File: config.mk
export PLATFORM = sky130hd
export DESIGN_NAME = bp_trace_monitor_flat
export DESIGN_NICKNAME = d
export VERILOG_FILES = /design/src/rtl/bp_trace_monitor_pkg.sv /design/src/rtl/bp_trace_monitor_if.sv /design/src/rtl/bp_trace_monitor_match_table.sv /design/src/rtl/bp_trace_monitor.sv /design/src/flat_wrapper.sv
export SDC_FILE = /design/constraint.sdc
export NUM_CORES = 1
export LEC_CHECK = 0
export CORE_UTILIZATION = 31
export CTS_BUF_LIST = sky130_fd_sc_hd__clkbuf_16
export CTS_CLUSTER_DIAMETER = 30
export DETAILED_ROUTE_END_ITERATION = 7
export DONT_BUFFER_PORTS = 1
export MAX_ROUTING_LAYER = met4
export PLACE_DENSITY = 0.5
export SYNTH_ARGS = -nofsm -noshare
export SYNTH_HDL_FRONTEND = slang
export SYNTH_SLANG_ARGS = --single-unit
File: constraint.sdc
create_clock -name clk -period 2.6 [get_ports clk]
set_input_delay 0.52 -clock clk [delete_from_list [all_inputs] [get_ports clk]]
set_output_delay 0.52 -clock clk [all_outputs]
set_load 0.005 [all_outputs]
File: src/rtl/bp_trace_monitor_pkg.sv
// Shared types and constants for the breakpoint-trace monitor.
// Latency: n/a (types only).
// Backpressure: n/a (types only).
package bp_trace_pkg;

  // Why the design last halted. NONE is only seen between reset and the first halt.
  typedef enum logic [1:0] {
    NONE    = 2'd0,
    BP      = 2'd1,
    STEP    = 2'd2,
    BP_STEP = 2'd3
  } halt_cause_t;

  typedef enum logic {
    RUN  = 1'b0,
    HALT = 1'b1
  } state_t;

  localparam logic [15:0] HIT_COUNT_MAX = 16'hFFFF;

endpackage

File: src/rtl/bp_trace_monitor_if.sv
// Trace handshake between instrumented RTL (master) and the monitor (slave).
// Latency: n/a (wires only).
// Backpressure: the slave holds trace_ready low to stall the master while halted.
// Signals: trace_valid/trace_id from master, trace_ready from slave.
interface bp_trace_monitor_if #(
  parameter int ID_WIDTH = 32
);

  logic                trace_valid;
  logic [ID_WIDTH-1:0] trace_id;
  logic                trace_ready;

  modport master (
    output trace_valid,
    output trace_id,
    input  trace_ready
  );

  modport slave (
    input  trace_valid,
    input  trace_id,
    output trace_ready
  );

endinterface

File: src/rtl/bp_trace_monitor_match_table.sv
// Programmable breakpoint table: NUM_BP id/enable entries, parallel compare, lowest-index priority.
// Latency: compare is combinational on lookup_id; a write becomes visible one cycle later.
// Backpressure: none; the write port is always accepted.
// Ports: clk/rst_n, cfg_we/cfg_idx/cfg_id/cfg_en write port, lookup_id in, any_hit/hit_idx out.
module bp_match_table #(
  parameter int  ID_WIDTH = 32,
  parameter int  NUM_BP   = 8,
  localparam int IDX_W    = $clog2(NUM_BP)
) (
  input  logic                clk,
  input  logic                rst_n,
  input  logic                cfg_we,
  input  logic [IDX_W-1:0]    cfg_idx,
  input  logic [ID_WIDTH-1:0] cfg_id,
  input  logic                cfg_en,
  input  logic [ID_WIDTH-1:0] lookup_id,
  output logic                any_hit,
  output logic [IDX_W-1:0]    hit_idx
);

  logic [ID_WIDTH-1:0] bp_id [NUM_BP];
  logic [NUM_BP-1:0]   bp_en;
  logic [NUM_BP-1:0]   hit_vec;

  // Compares read the registered table, so a same-cycle write never affects the current lookup.
  always_ff @(posedge clk or negedge rst_n) begin
    if (!rst_n) begin
      for (int i = 0; i < NUM_BP; i++) begin
        bp_id[i] <= '0;
      end
      bp_en <= '0;
    end else if (cfg_we) begin
      bp_id[cfg_idx] <= cfg_id;
      bp_en[cfg_idx] <= cfg_en;
    end
  end

  always_comb begin
    hit_vec = '0;
    for (int i = 0; i < NUM_BP; i++) begin
      hit_vec[i] = bp_en[i] && (bp_id[i] == lookup_id);
    end
  end

  // Scan from the top down so the lowest matching index is the last one written.
  always_comb begin
    hit_idx = '0;
    for (int i = NUM_BP - 1; i >= 0; i--) begin
      if (hit_vec[i]) begin
        hit_idx = IDX_W'(i);
      end
    end
  end

  assign any_hit = |hit_vec;

endmodule

File: src/rtl/bp_trace_monitor.sv
// Breakpoint-trace responder: matches trace IDs against a breakpoint table / single-step and stalls on a hit.
// Latency: halt, capture and counters register one cycle after the accepting edge; trace_ready decodes state only.
// Backpressure: trace_ready held low from the cycle after a halting accept until the cycle after resume.
// Ports: clk/rst_n; trace (slave handshake); cfg_* table write; step_en/resume control;
//        halted/halt_id/halt_idx/halt_cause status; hit_count (saturating), trace_count (wrapping).
module bp_trace_monitor
  import bp_trace_pkg::*;
#(
  parameter int  ID_WIDTH = 32,
  parameter int  NUM_BP   = 8,
  localparam int IDX_W    = $clog2(NUM_BP)
) (
  input  logic                clk,
  input  logic                rst_n,
  bp_trace_monitor_if.slave   trace,
  input  logic                cfg_we,
  input  logic [IDX_W-1:0]    cfg_idx,
  input  logic [ID_WIDTH-1:0] cfg_id,
  input  logic                cfg_en,
  input  logic                step_en,
  input  logic                resume,
  output logic                halted,
  output logic [ID_WIDTH-1:0] halt_id,
  output logic [IDX_W-1:0]    halt_idx,
  output logic [1:0]          halt_cause,
  output logic [15:0]         hit_count,
  output logic [31:0]         trace_count
);

  state_t              state_q;
  state_t              state_d;
  halt_cause_t         cause_q;
  logic [15:0]         hit_cnt_q;
  logic [31:0]         trace_cnt_q;
  logic                accept;
  logic                halt_now;
  logic                any_hit;
  logic [IDX_W-1:0]    hit_idx;

  bp_match_table #(
    .ID_WIDTH (ID_WIDTH),
    .NUM_BP   (NUM_BP)
  ) u_match_table (
    .clk       (clk),
    .rst_n     (rst_n),
    .cfg_we    (cfg_we),
    .cfg_idx   (cfg_idx),
    .cfg_id    (cfg_id),
    .cfg_en    (cfg_en),
    .lookup_id (trace.trace_id),
    .any_hit   (any_hit),
    .hit_idx   (hit_idx)
  );

  // Ready depends only on the state register, never on the incoming trace.
  assign trace.trace_ready = (state_q == RUN);
  assign halted            = (state_q == HALT);

  assign accept   = trace.trace_valid && (state_q == RUN);
  assign halt_now = accept && (any_hit || step_en);

  always_ff @(posedge clk or negedge rst_n) begin
    if (!rst_n) begin
      state_q <= RUN;
    end else begin
      state_q <= state_d;
    end
  end

  always_comb begin
    state_d = state_q;
    case (state_q)
      RUN:     if (halt_now) state_d = HALT;
      HALT:    if (resume)   state_d = RUN;
      default: state_d = RUN;
    endcase
  end

  // Halt record persists through HALT and after resume until the next halting accept.
  always_ff @(posedge clk or negedge rst_n) begin
    if (!rst_n) begin
      halt_id  <= '0;
      halt_idx <= '0;
      cause_q  <= NONE;
    end else if (halt_now) begin
      halt_id  <= trace.trace_id;
      halt_idx <= any_hit ? hit_idx : '0;
      cause_q  <= halt_cause_t'({step_en, any_hit});
    end
  end

  assign halt_cause = cause_q;

  always_ff @(posedge clk or negedge rst_n) begin
    if (!rst_n) begin
      hit_cnt_q   <= '0;
      trace_cnt_q <= '0;
    end else begin
      if (halt_now && (hit_cnt_q != HIT_COUNT_MAX)) begin
        hit_cnt_q <= hit_cnt_q + 16'd1;
      end
      if (accept) begin
        trace_cnt_q <= trace_cnt_q + 32'd1;
      end
    end
  end

  assign hit_count   = hit_cnt_q;
  assign trace_count = trace_cnt_q;

endmodule

File: src/flat_wrapper.sv
// flat-port wrapper written by rule: the top's interface ports become plain ports
module bp_trace_monitor_flat import bp_trace_pkg::*;
#(
  parameter int  ID_WIDTH = 32,
  parameter int  NUM_BP   = 8,
  localparam int IDX_W    = $clog2(NUM_BP)
)
  (clk, rst_n, cfg_we, cfg_idx, cfg_id, cfg_en, step_en, resume, halted, halt_id, halt_idx, halt_cause, hit_count, trace_count, trace_trace_valid, trace_trace_id, trace_trace_ready);
  bp_trace_monitor_if #(.ID_WIDTH(ID_WIDTH)) trace_i ();
  input  logic clk;
  input  logic rst_n;
  input  logic cfg_we;
  input  logic [IDX_W-1:0] cfg_idx;
  input  logic [ID_WIDTH-1:0] cfg_id;
  input  logic cfg_en;
  input  logic step_en;
  input  logic resume;
  output logic halted;
  output logic [ID_WIDTH-1:0] halt_id;
  output logic [IDX_W-1:0] halt_idx;
  output logic [1:0] halt_cause;
  output logic [15:0] hit_count;
  output logic [31:0] trace_count;
  input wire logic [$bits(trace_i.trace_valid)-1:0] trace_trace_valid;
  input wire logic [$bits(trace_i.trace_id)-1:0] trace_trace_id;
  output wire logic [$bits(trace_i.trace_ready)-1:0] trace_trace_ready;
  assign trace_i.trace_valid = trace_trace_valid;
  assign trace_i.trace_id = trace_trace_id;
  assign trace_trace_ready = trace_i.trace_ready;
  bp_trace_monitor #(.ID_WIDTH(ID_WIDTH), .NUM_BP(NUM_BP)) u_core (.clk(clk), .rst_n(rst_n), .trace(trace_i), .cfg_we(cfg_we), .cfg_idx(cfg_idx), .cfg_id(cfg_id), .cfg_en(cfg_en), .step_en(step_en), .resume(resume), .halted(halted), .halt_id(halt_id), .halt_idx(halt_idx), .halt_cause(halt_cause), .hit_count(hit_count), .trace_count(trace_count));
endmodule
==> flow_summary.ini <==
[floorplan]
num_rows = 86
die_x_um = 238
start_util_pct = 31.3
die_height_um = 238
fp.coreArea_um2 = 55000
ios = 161
fp.dieArea_um2 = 56500

[clock_tree]
cts_root_buf = clkbuf_16
cts_tree = built
holdBufCountCts = 1
clk_pin_slew_worst_paths_ns = 0.04
cts_sinks = 350
clock_latency_ns = 0.63
cts_buffer_depth = 3
cts_buffers = 98
htree_levels = 3

[logic_synthesis]
synth_top_area_share_pct = 50.8
ys_types = 45
synthCells = 1384
synth.avg_cell_area_um2 = 12.5
yosysTopAreaCell = dfrtp_1
ys_ff_latch = 350
yosysMostFrequentCell = dfrtp_1
ys_warn_count = 0
syn_nets = 1460
synth_area_um2 = 17200
netlist_top_cells_count = dfrtp_1 (350), mux2_2 (294), xor2_1 (215)
synth.area.top_cells = dfrtp_1 (51%), mux2_2 (19%), xor2_1 (11%)
seq_area_frac_synth_pct = 50.8
synth-edff-count = 0
async_flop_share_pct = 100
ys.flop_type = dfrtp_1

[worst_setup_path]
path_max_fanout = 4
crit_path_top_delay_cell = or3_1
startpoint_type = flop
timing.rr.end = u_core.hit_count[10]$_DFFE_PN0P_
crit_family = simple AND/OR/NAND/NOR gates
reg2reg_from = u_core.u_match_table.bp_id[95]$_DFFE_PN0P_
crit_type = flop to flop
cp.buffers_inverters = 2
ff2ff_setup_slack_ns = -0.12
cp-end-kind = flop
worstPathCellList = xnor2_2, nand4_1, or3b_1, or3_1, nand4_1, buf_6, buf_12, o31ai_4, nor3_2, mux2_4
cp_slowest_stage_delay_ns = 0.42
rr_worst_depth = 10
crit_arrival_ns = 3.22
cp.required_ns = 3.10
cpMostUsedCell = nand4_1

[power_and_ir_drop]
total_power_uw = 24200
p_leak_uw = 0.00999
p_per_area_nw_per_um2 = 1020
peakVddDrop_v = 0.000573

[cells_and_area]
syn_to_final_growth_pct = 37.1
nets = 1699
drive_gt1_share_pct = 44.5
design_area_um2 = 23600

[sta]
clock_skew_ns = 0.0163
finalMaxSlewViolations = 0
finalSetupViolations = 34
worstMarginPinSlew_ns = 1.18
hold_viol_final = 350
relSlewSlack_pct = 21.1
hold_ws_ns = -0.370
min_period_over_period_pct = 105
max_freq_mhz = 368
rsz0062_at_grt = yes
min_period_ns = 2.72
setup_ws_ns = -0.120

[route]
drtIter0Drc = 626
routed_wl_um = 65000
vias = 12200
wl_per_cell_um = 26.6
drc_errors = 0
final_antenna_net_count = 0
highest_layer = met4
firstDrtPassIters = 5
drt-vias-per-instance = 5.00
wirelength_met1_um = 28400
wl_met3_um = 3480
dr_wl_met2_um = 31400

[outcome]
violations = negative hold slack, negative setup slack
status = finished, violations left

[grt]
grt-ovfl-total = 0
antenna_found_initial = 1
grt_max_degree = 351
grt_use_total_pct = 24.0
grt_pass1_wl_um = 93000
grt_pass1_vias = 12900

[placed_design]
post_dp_cell_area_um2 = 19400
io_buffer_count = 0
place_hpwl_um = 46800
dp_worst_setup_slack_ns = -0.717
gp_congestion = 1.00

[worst_hold_path]
hold_class = primary input to async pin

[flow_run]
max-cap-violations = 0
[cell type report]
type	instances	area [um2]
Tap cell	748	936
Clock inverter	77	838
Inverter	10	37.5
Clock buffer	99	2480
Multi-Input combinational cell	958	8920
Antenna cell	1	2.50
Sequential cell	350	8760
Timing Repair Buffer	205	1660
Fill cell	5136	31400
[power by group]
part / switching [uW] / leakage, uW / total [uW] / internal, uW
clock network: 3550 / 0.00163 / 12000 / 8480
logic: 2240 / 0.00410 / 4610 / 2370
registers: 958 / 0.00426 / 7550 / 6590
total: 6750 / 0.00999 / 24200 / 17400
[cells in the final DEF (no fill, tap or decap), types with 18 or more instances in the layout]
master       n
nor4_1      74
nand2_1     47
nand4_1     44
xor2_1     155
xnor2_1     71
clkinv_1    20
nor3_1      18
nor2_1      26
mux2_2     291
nand3_1     38
clkbuf_16   99
buf_4      191
xor2_2      58
dfrtp_1    350
inv_1       19
[worst max path at each step]
stage	start	endpoint	slack, ns	cells past startpoint
after floorplan	trace_trace_id[5]	u_core.hit_count[10]$_DFFE_PN0P_	-0.07	9
after global placement	trace_trace_id[14]	u_core.hit_count[5]$_DFFE_PN0P_	-0.71	10
after detailed placement	trace_trace_id[14]	u_core.hit_count[5]$_DFFE_PN0P_	-0.72	10
after CTS	u_core.u_match_table.bp_id[192]$_DFFE_PN0P_	u_core.hit_count[5]$_DFFE_PN0P_	-0.13	11
after global routing	u_core.u_match_table.bp_id[18]$_DFFE_PN0P_	u_core.hit_count[5]$_DFFE_PN0P_	-0.22	12
final	u_core.u_match_table.bp_id[95]$_DFFE_PN0P_	u_core.hit_count[10]$_DFFE_PN0P_	-0.12	10
[per-layer routing]
layer	global-route usage [%]	up-vias
met2	38.8	320
li1	-	5410
met4	7.35	0
met5	-	-
met3	5.83	99
met1	29.7	6400
[logic make-up (layout without fill, tap and decap cells)]
group / count (synthesis) / in the layout / share of synthesized area, %
simple gates: 347 / 347 / 11.8
flops: 350 / 350 / 50.8
mux: 294 / 294 / 19.2
other cells: 0 / 1 / 0
buf+inv: 77 / 391 / 2.26
xor+xnor: 291 / 291 / 14.8
compound gates: 23 / 24 / 0.936
fa+ha+maj: 2 / 2 / 0.145
[state kept, by name, indices dropped and copies added, names as in the netlist]
signal and cells:
u_core.u_match_table.bp_id 256, u_core.halt_id 32, u_core.trace_count 32, u_core.hit_count 16, u_core.u_match_table.bp_en 8, u_core.halt_idx 3, u_core.halt_cause 2, u_core.halted 1
[per-stage QoR]
step           std cells  TNS, ns  hold WS, ns  utilization [%]
5_1_grt             2447    -5.16       -0.403             43.0
3_3_place_gp        2259   -31.12        0.242             35.2
4_1_cts             2443    -2.10       -0.420             42.4
6_report            2448    -1.41       -0.370             43.0
2_1_floorplan       1384   -0.126        0.224                -
3_5_place_dp        2259   -30.60        0.241             35.2
[worst register-to-register path, delay by kind of cell (launching register included)]
family          cells  cell delay (ns)
compound gates      1             0.07
xor+xnor            1             0.25
buf+inv             2             0.23
flops               1             0.39
mux                 1             0.32
simple gates        5             1.33
[what timing repair did]
item | CTS | global route
cloned | 2 | 0
pin swaps | 20 | 15
endpoints found under the hold margin | 351 | 350
setup endpoints to repair | 53 | 49
setup buffers | 5 | 5
gates resized for setup | 82 | 41
Power figures use the tool's default switching activity.
